===== src/rtl/alu_arbiter.sv =====
//----------------------------------------------------------------------------
// alu_arbiter
//
// Purpose:
//   Shares one external combinational ALU among NREQ requesters. A single
//   request is accepted at a time. It is executed for one cycle on the
//   shared ALU, and the result is held in a response register until the
//   consumer accepts it. Only then can the next request be accepted.
//
//   Sequence: IDLE (accept) -> EXEC (drive ALU, capture result) -> RESP
//   (present response, wait for handshake) -> IDLE.
//   From the accept edge to resp_valid the latency is 2 cycles. The
//   minimum issue interval is 3 cycles.
//
// Configuration:
//   ALU_ARBITER_FIXED_PRIO_EN
//     Defined:   fixed priority, lowest index wins; there is no pointer.
//     Undefined: round-robin arbitration with a rotating priority pointer.
//
// Parameters:
//   NREQ   number of requesters (2..8)
//   WIDTH  operand / result width
//
// Ports:
//   clk, reset             clock; asynchronous active-high reset
//   req_valid[NREQ]        per-requester request valid
//   req_ready[NREQ]        per-requester accept, at most one bit high
//   req_op[3*NREQ]         per-requester opcode, requester i at [3i+2:3i]
//   req_a/req_b            per-requester operands, requester i at slice i
//   alu_op/alu_a/alu_b     request to the shared combinational ALU
//   alu_y                  ALU result
//   resp_valid/resp_ready  response handshake
//   resp_id                index of the requester that owns the response
//   resp_data              registered ALU result
//----------------------------------------------------------------------------
module alu_arbiter #(
  parameter int NREQ  = 4,
  parameter int WIDTH = 8
) (
  input  logic                       clk,
  input  logic                       reset,
  input  logic [NREQ-1:0]            req_valid,
  output logic [NREQ-1:0]            req_ready,
  input  logic [3*NREQ-1:0]          req_op,
  input  logic [WIDTH*NREQ-1:0]      req_a,
  input  logic [WIDTH*NREQ-1:0]      req_b,
  output logic [2:0]                 alu_op,
  output logic [WIDTH-1:0]           alu_a,
  output logic [WIDTH-1:0]           alu_b,
  input  logic [WIDTH-1:0]           alu_y,
  output logic                       resp_valid,
  input  logic                       resp_ready,
  output logic [$clog2(NREQ)-1:0]    resp_id,
  output logic [WIDTH-1:0]           resp_data
);

  localparam int ID_W = $clog2(NREQ);

  typedef enum logic [1:0] {
    S_IDLE = 2'd0,
    S_EXEC = 2'd1,
    S_RESP = 2'd2
  } state_t;

  state_t            r_state;
  state_t            w_state_nxt;

  logic [2:0]        r_alu_op;
  logic [WIDTH-1:0]  r_alu_a;
  logic [WIDTH-1:0]  r_alu_b;
  logic [ID_W-1:0]   r_resp_id;
  logic [WIDTH-1:0]  r_resp_data;

  logic              w_any_req;
  logic              w_accept;
  logic              w_capture;
  logic [ID_W-1:0]   w_gnt_idx;
  logic [NREQ-1:0]   w_ready;
  logic [2:0]        w_sel_op;
  logic [WIDTH-1:0]  w_sel_a;
  logic [WIDTH-1:0]  w_sel_b;

  //--------------------------------------------------------------------------
  // Arbitration
  //--------------------------------------------------------------------------
`ifdef ALU_ARBITER_FIXED_PRIO_EN

  // Lowest valid index wins. The scan runs high to low, so the last hit is
  // the lowest index.
  function automatic logic [ID_W-1:0] pick_fixed(input logic [NREQ-1:0] v);
    logic [ID_W-1:0] pick;
    logic [NREQ-1:0] sh;
    pick = '0;
    for (int k = NREQ - 1; k >= 0; k--) begin
      sh = v >> k;
      if (sh[0]) begin
        pick = ID_W'(k);
      end
    end
    return pick;
  endfunction

  assign w_gnt_idx = pick_fixed(req_valid);

`else

  logic [ID_W-1:0] r_ptr;
  logic [ID_W-1:0] w_ptr_nxt;

  // The scan starts at the pointer and walks upward modulo NREQ. The first
  // valid requester found wins. The index is folded back explicitly
  // because NREQ need not be a power of two.
  function automatic logic [ID_W-1:0] pick_rr(input logic [NREQ-1:0] v,
                                              input logic [ID_W-1:0] p);
    logic [ID_W-1:0] pick;
    logic            found;
    logic [NREQ-1:0] sh;
    int              idx;
    pick  = '0;
    found = 1'b0;
    for (int k = 0; k < NREQ; k++) begin
      idx = int'(p) + k;
      if (idx >= NREQ) begin
        idx = idx - NREQ;
      end
      sh = v >> idx;
      if (!found && sh[0]) begin
        found = 1'b1;
        pick  = ID_W'(idx);
      end
    end
    return pick;
  endfunction

  assign w_gnt_idx = pick_rr(req_valid, r_ptr);

  // The pointer moves just past the winner, so the winner has the lowest
  // priority next time. A continuously requesting port is therefore
  // served within NREQ grants.
  assign w_ptr_nxt = (w_gnt_idx == ID_W'(NREQ - 1)) ? '0
                                                    : w_gnt_idx + ID_W'(1);

  always_ff @(posedge clk or posedge reset) begin
    if (reset) begin
      r_ptr <= '0;
    end else if (w_accept) begin
      r_ptr <= w_ptr_nxt;
    end
  end

`endif

  assign w_any_req = |req_valid;

  // Operand selection for the current winner.
  always_comb begin
    w_sel_op = 3'(req_op >> (3 * int'(w_gnt_idx)));
    w_sel_a  = WIDTH'(req_a >> (WIDTH * int'(w_gnt_idx)));
    w_sel_b  = WIDTH'(req_b >> (WIDTH * int'(w_gnt_idx)));
  end

  //--------------------------------------------------------------------------
  // FSM: state register
  //--------------------------------------------------------------------------
  always_ff @(posedge clk or posedge reset) begin
    if (reset) begin
      r_state <= S_IDLE;
    end else begin
      r_state <= w_state_nxt;
    end
  end

  //--------------------------------------------------------------------------
  // FSM: next state and strobes
  //--------------------------------------------------------------------------
  // Requests are sampled only in IDLE. While reset is asserted, the accept
  // is forced low so that req_ready stays zero even though the state
  // already reads IDLE.
  always_comb begin
    w_state_nxt = r_state;
    w_accept    = 1'b0;
    w_capture   = 1'b0;
    case (r_state)
      S_IDLE: begin
        if (w_any_req && !reset) begin
          w_accept    = 1'b1;
          w_state_nxt = S_EXEC;
        end
      end
      S_EXEC: begin
        w_capture   = 1'b1;
        w_state_nxt = S_RESP;
      end
      S_RESP: begin
        if (resp_ready) begin
          w_state_nxt = S_IDLE;
        end
      end
      default: begin
        w_state_nxt = S_IDLE;
      end
    endcase
  end

  always_comb begin
    w_ready = '0;
    if (w_accept) begin
      w_ready = {{(NREQ-1){1'b0}}, 1'b1} << w_gnt_idx;
    end
  end

  //--------------------------------------------------------------------------
  // Capture at accept / result at end of EXEC
  //--------------------------------------------------------------------------
  // The captured request registers drive the ALU directly. They therefore
  // hold their last values outside EXEC, and they load at the accept edge,
  // so they are already valid for the whole EXEC cycle.
  always_ff @(posedge clk or posedge reset) begin
    if (reset) begin
      r_alu_op    <= '0;
      r_alu_a     <= '0;
      r_alu_b     <= '0;
      r_resp_id   <= '0;
      r_resp_data <= '0;
    end else begin
      if (w_accept) begin
        r_alu_op  <= w_sel_op;
        r_alu_a   <= w_sel_a;
        r_alu_b   <= w_sel_b;
        r_resp_id <= w_gnt_idx;
      end
      if (w_capture) begin
        r_resp_data <= alu_y;
      end
    end
  end

  assign req_ready  = w_ready;
  assign alu_op     = r_alu_op;
  assign alu_a      = r_alu_a;
  assign alu_b      = r_alu_b;
  assign resp_valid = (r_state == S_RESP);
  assign resp_id    = r_resp_id;
  assign resp_data  = r_resp_data;

endmodule


===== config.mk =====
export PLATFORM = sky130hd
export DESIGN_NAME = alu_arbiter
export DESIGN_NICKNAME = d
export VERILOG_FILES = /design/src/rtl/alu_arbiter.sv
export SDC_FILE = /design/constraint.sdc
export NUM_CORES = 1
export LEC_CHECK = 0
export CAP_MARGIN = 20
export CELL_PAD_IN_SITES_DETAIL_PLACEMENT = 1
export CELL_PAD_IN_SITES_GLOBAL_PLACEMENT = 1
export CORE_MARGIN = 2
export CORE_UTILIZATION = 29
export CTS_BUF_LIST = sky130_fd_sc_hd__clkbuf_4
export CTS_CLUSTER_DIAMETER = 50
export DETAILED_ROUTE_END_ITERATION = 10
export GPL_ROUTABILITY_DRIVEN = 1
export PLACE_DENSITY = 0.78
export SYNTH_ARGS = -nofsm -noshare
export SYNTH_HDL_FRONTEND = slang
export SYNTH_SLANG_ARGS = --single-unit

===== constraint.sdc =====
create_clock -name clk -period 3.9 [get_ports clk]
set_input_delay 0.585 -clock clk [delete_from_list [all_inputs] [get_ports clk]]
set_output_delay 0.585 -clock clk [all_outputs]
set_load 0.01 [all_outputs]

# --- Word-level counts from Yosys, hierarchy flattened ---
# Index checks and enable logic that the tools add are counted.
word_totals:
  regBits: 33
classes:
  add_sub_neg: 8
  multipliers: 1
  order_cmp: 4
  n_eq_ne: 5
  shifts: 8
  mux: 19
  n_reduce_logical: 11
ops:
  columns: ["operator", "count"]
  rows:
  - ["two-way mux 32 bit", 4]
  - [">> shifter 4 x 32 -> 1 bit", 4]
  - [">> shifter 32 x 5 -> 8 bit", 2]
  - ["two-way mux 2 bit", 7]
  - [">> shifter 12 x 4 -> 3 bit", 1]
  - ["subtractor 3 x 3 -> 4 bit, second input constant", 3]
  - ["greater-or-equal comparator 3 bit, second input constant", 3]
  - ["adder 2 x 2 -> 3 bit, second input constant", 2]
  - ["two-way mux 1 bit", 6]
  - ["one-hot mux 2 bit (3 select lines)", 1]
  - ["== test 2 bit, second input constant", 2]
  - ["logical AND 1 bit", 4]
  - ["logical NOT 1 bit", 4]
  - ["multiplier 2 x 2 -> 4 bit, first input constant", 1]
  - ["two-way mux 4 bit", 1]
  - ["OR reduction 4 bit", 1]
  - ["<< shifter 1 x 2 -> 4 bit, first input constant", 1]
  - ["subtractor 2 x 3 -> 4 bit, second input constant", 1]
  - ["adder 2 x 1 -> 3 bit, second input constant", 1]
  - ["greater-or-equal comparator 2 x 3 -> 1 bit, second input constant", 1]
  - ["adder 2 x 1 -> 2 bit, second input constant", 1]
  - ["== test 2 x 1 -> 1 bit, second input constant", 1]
  - ["logical NOT 2 bit", 1]
  - ["inequality test 2 x 1 -> 1 bit, second input constant", 1]
  - ["2 further kinds", 2]

# --- Logic depth before layout (Yosys ltp) ---
depth:
  word_depth: 15
  mapped_depth: 13
  depth_no_buf: 10

# --- Worst setup path before layout ---
# No wires, ideal clock.
synth_path:
  path_type: "register -> output"
  from: "register r_ptr[0]"
  to: "output req_ready[3]"
  arrival_ns: 2.482
  required_time_ns: 3.315
  path_slack_ns: 0.833
  stages_incl_launch_ff: 12
  n_path_buf: 3
  path_cell_list: "dfrtp_1 buf_4 inv_1 ha_1 mux2_2 a221o_1 buf_6 nand2_8 buf_6 inv_1 ha_1 and2_1"
synth_between:
  elab_chain_cells: 15
  word_cells_on_any_way: 34
  cone_classes: "7 x add/sub; 4 x order compare; 5 x shift; 12 x mux; 6 x reduce/logical"
synth_lines:
  columns: ["element", "line", "text"]
  rows:
  - ["start, declared", "107", "logic [ID_W-1:0] r_ptr;"]
  - ["start signal, assigned", "147", "r_ptr <= w_ptr_nxt;"]
  - ["parallel branches: the longest is 12 deep, another holds subtractor 3 x 3 -> 4 bit", null, null]
  - ["two-way mux 2 bit (*)", "127", "if (!found && sh[0]) begin"]
  - ["<< shifter 1 x 2 -> 4 bit (*)", "208", "w_ready = {{(NREQ-1){1'b0}}, 1'b1} << w_gnt_idx;"]
  - ["two-way mux 4 bit (*)", "207", "if (w_accept) begin"]
  - ["end, declared", "43", "output logic [NREQ-1:0] req_ready,"]
# Mark *: on every way between the ends.

# --- Worst setup path after layout ---
# Ends and elaborated chain as after synthesis.

==> flow_summary.json <==
{
  "drtPass1Iterations": 4,
  "fin_skew_ns": 0.0158,
  "synth-seq-cells": 33,
  "synthMuxAreaShare_pct": 14.7,
  "drive_above_1_share_pct": 10.6,
  "cts_buffers": 5,
  "die_area_mm2": 0.00879,
  "hpwl_mm": 5.91,
  "hold_class": "in2async",
  "synth_area_mm2": 0.00234,
  "yosys_most_used_dff": "dfrtp_1",
  "yosysWarnings": 0,
  "synthCells": 236,
  "cpLargestDelayFamily": "buffers and inverters",
  "gp_congestion": 0.859,
  "worst_setup_path_end_kind": "output pin",
  "syn_nets": 333,
  "drv_cap": 0,
  "initial_core_util_pct": 30.1,
  "area_delta_synth_final_pct": 60.3,
  "cts_tree": "built",
  "remaining_drc_errors": 0,
  "cts-root-buf": "clkbuf_4",
  "syn_area_per_cell_um2": 9.90,
  "synth_compound_area_share_pct": 25.9,
  "num_antenna_cells": 0,
  "peakVddDrop_mv": 0.270,
  "grt_use_total_pct": 17.6,
  "grt_pass1_wl_mm": 12.1,
  "wl_per_cell_um": 16.8,
  "p_leak_uw": 0.00161,
  "cts_hold_buffers": 0,
  "die_x_um": 93.8,
  "via_per_inst": 5.07,
  "fin_cells": 460,
  "synth.distinct_cells": 41,
  "worstSkewPairLatency_ns": 0.35,
  "finalSetupTns_ns": 0,
  "rows": 32,
  "overflow": 0,
  "critical_path.max_fanout": 11,
  "layout.nets": 454,
  "cp-start-kind": "flop",
  "ant_nets": 0,
  "port_buffers": 124,
  "synth_top_family_by_area": "compound AO/OA/AOI/OAI gates",
  "cts_buffer_depth": 2,
  "grt_max_degree": 39,
  "cts-htree-levels": 2,
  "rsz0062_at_grt": "false",
  "layout_min_cycle_time_ns": 3.70,
  "grt_pass1_vias": 2462,
  "synthAdderAreaFrac_pct": 3.21,
  "critPathSlowestCell": "clkdlybuf4s50_1",
  "synthArstFlopShare_pct": 100,
  "clkSinkCount": 33,
  "cpPeakStageDelay_ns": 0.53,
  "synth_edf_count": 0,
  "path_buf_inv": 3,
  "power.density_cell_area_mw_per_mm2": 749,
  "worst_slew_pin_slew_ns": 0.422,
  "place_inst": 450,
  "worstPathRequired_ns": 3.31,
  "status": "complete, no violations",
  "p_total_uw": 2800,
  "maxSlewViolCount": 0,
  "crit_chain": "inv_1, ha_1, mux2_1, a21o_1, o211ai_4, nand2_8, inv_1, ha_1, and2_1, clkdlybuf4s50_1",
  "hold_viol": 0,
  "clock.fmax_mhz": 270,
  "finalHoldWorstSlack_ns": 0.459,
  "die_h_um": 93.8,
  "setup_viol": 0,
  "drt_iter0_markers": 42,
  "coreArea_mm2": 0.00777,
  "critPathKind": "reg2out",
  "synthSimpleGateAreaFrac_pct": 13.9,
  "drt-total-wl_mm": 7.72,
  "fin_crit_sh_pct": 95.0,
  "antenna_found_initial": 0,
  "io_pins": 125,
  "arrival_ns": 3.12,
  "vias": 2334,
  "relSlewSlack_pct": 71.9,
  "yosysSeqAreaShare_pct": 35.4,
  "synth_xor_area_share_pct": 0,
  "clk_pin_slew_ns": 0.12
}
==> worst paths after layout <==
path                                      start  cells after the start                        to  slack [ns]
min reg2reg                alu_a[2]$_DFFE_PP0P_                      2      alu_a[2]$_DFFE_PP0P_        0.51
max                        r_ptr[0]$_DFFE_PP0P_                     10              req_ready[3]        0.20
max in group asynchronous                 reset                      4      alu_b[5]$_DFFE_PP0P_        2.84
min in group clk           alu_a[2]$_DFFE_PP0P_                      2      alu_a[2]$_DFFE_PP0P_        0.51
min                                       reset                      2  resp_data[3]$_DFFE_PP0N_        0.46
max reg2reg                r_ptr[0]$_DFFE_PP0P_                      9      alu_b[1]$_DFFE_PP0P_        1.15
==> flip-flops by register name (all words and copies together), names as in the netlist <==
signal	flops
alu_a	8
alu_b	8
resp_data	8
alu_op	3
r_ptr	2
r_state	2
resp_id	2
==> power breakdown <==
| group | switching (uW) | total [uW] | internal, uW |
|---|---|---|---|
| registers | 86.3 | 598 | 512 |
| logic | 1050 | 2010 | 964 |
| clock network | 128 | 196 | 68.0 |
==> synthesized netlist by cell type (2+ instances only) <==
cell	n	area, um2
o211ai_1	36	270
dfrtp_1	33	826
nand2_1	24	90.1
mux2i_1	22	220
and3_1	20	125
a21boi_0	18	135
mux2_2	10	113
clkbuf_1	8	30.0
buf_2	6	30.0
ha_1	6	75.1
inv_1	5	18.8
buf_6	4	45.0
nand2b_1	4	25.0
o21ai_0	4	20.0
a21o_1	3	22.5
nor2_1	3	11.3
o211ai_2	3	37.5
a211o_1	2	17.5
a21oi_1	2	10.0
buf_4	2	15.0
==> layer usage <==
layer	GRT usage [%]	up-vias	part of all wire [%]
li1	-	1122	-
met1	19.5	1134	39
met2	32.1	67	53
met3	5.54	11	6.1
met4	4.59	0	1.4
met5	0	-	0
==> layout make-up <==
cell class              count  area, um2
clock inverters             3       17.5
fillers                   873       4020
flip-flops and latches     33        827
inverters                   6       22.5
repair buffers            135       1340
multi-input cells         176       1370
clock buffers               5       37.5
well taps                 102        128
==> through the flow <==
| stage | util, % | worst slack [ns] | area, um2 |
|---|---|---|---|
| detailed placement | 46.9 | 0.202 | 3640 |
| global placement | 46.9 | 0.312 | 3640 |
| finish | 48.2 | 0.196 | 3740 |
| floorplan | - | 0.833 | 2340 |
| CTS | 47.6 | 0.0254 | 3700 |
| global route | 48.2 | 0.0171 | 3740 |
==> logic make-up (layout without fill, tap and decap cells) <==
group,after synthesis,count (layout)
AOI/OAI and AO/OA,77,77
adders and majority gates,6,6
buffers and inverters,27,149
DFF,33,33
muxes,33,33
and+or+nand+nor,60,60
==> cell usage in the layout, fill, tap and decap left out, types with 2 or more instances in the layout <==
master           netlist  final
clkdlybuf4s50_1        0    124
o211ai_1              36     36
dfrtp_1               33     32
nand2_1               24     24
mux2i_1               22     22
and3_1                20     20
a21boi_0              18     18
mux2_2                10     10
buf_4                  2     10
ha_1                   6      6
inv_1                  5      5
clkbuf_4               0      5
nand2b_1               4      4
o21ai_0                4      4
a21o_1                 3      3
nor2_1                 3      3
a211o_1                2      2
a21oi_1                2      2
o211ai_2               3      2
clkinv_2               0      2
==> timing repair <==
action	in CTS	in global routing
setup buffers	0	1
resized for setup	1	1
setup endpoints to repair	1	1
endpoints found under the hold margin	0	0
No activity file was read; power rests on OpenSTA's default activity.
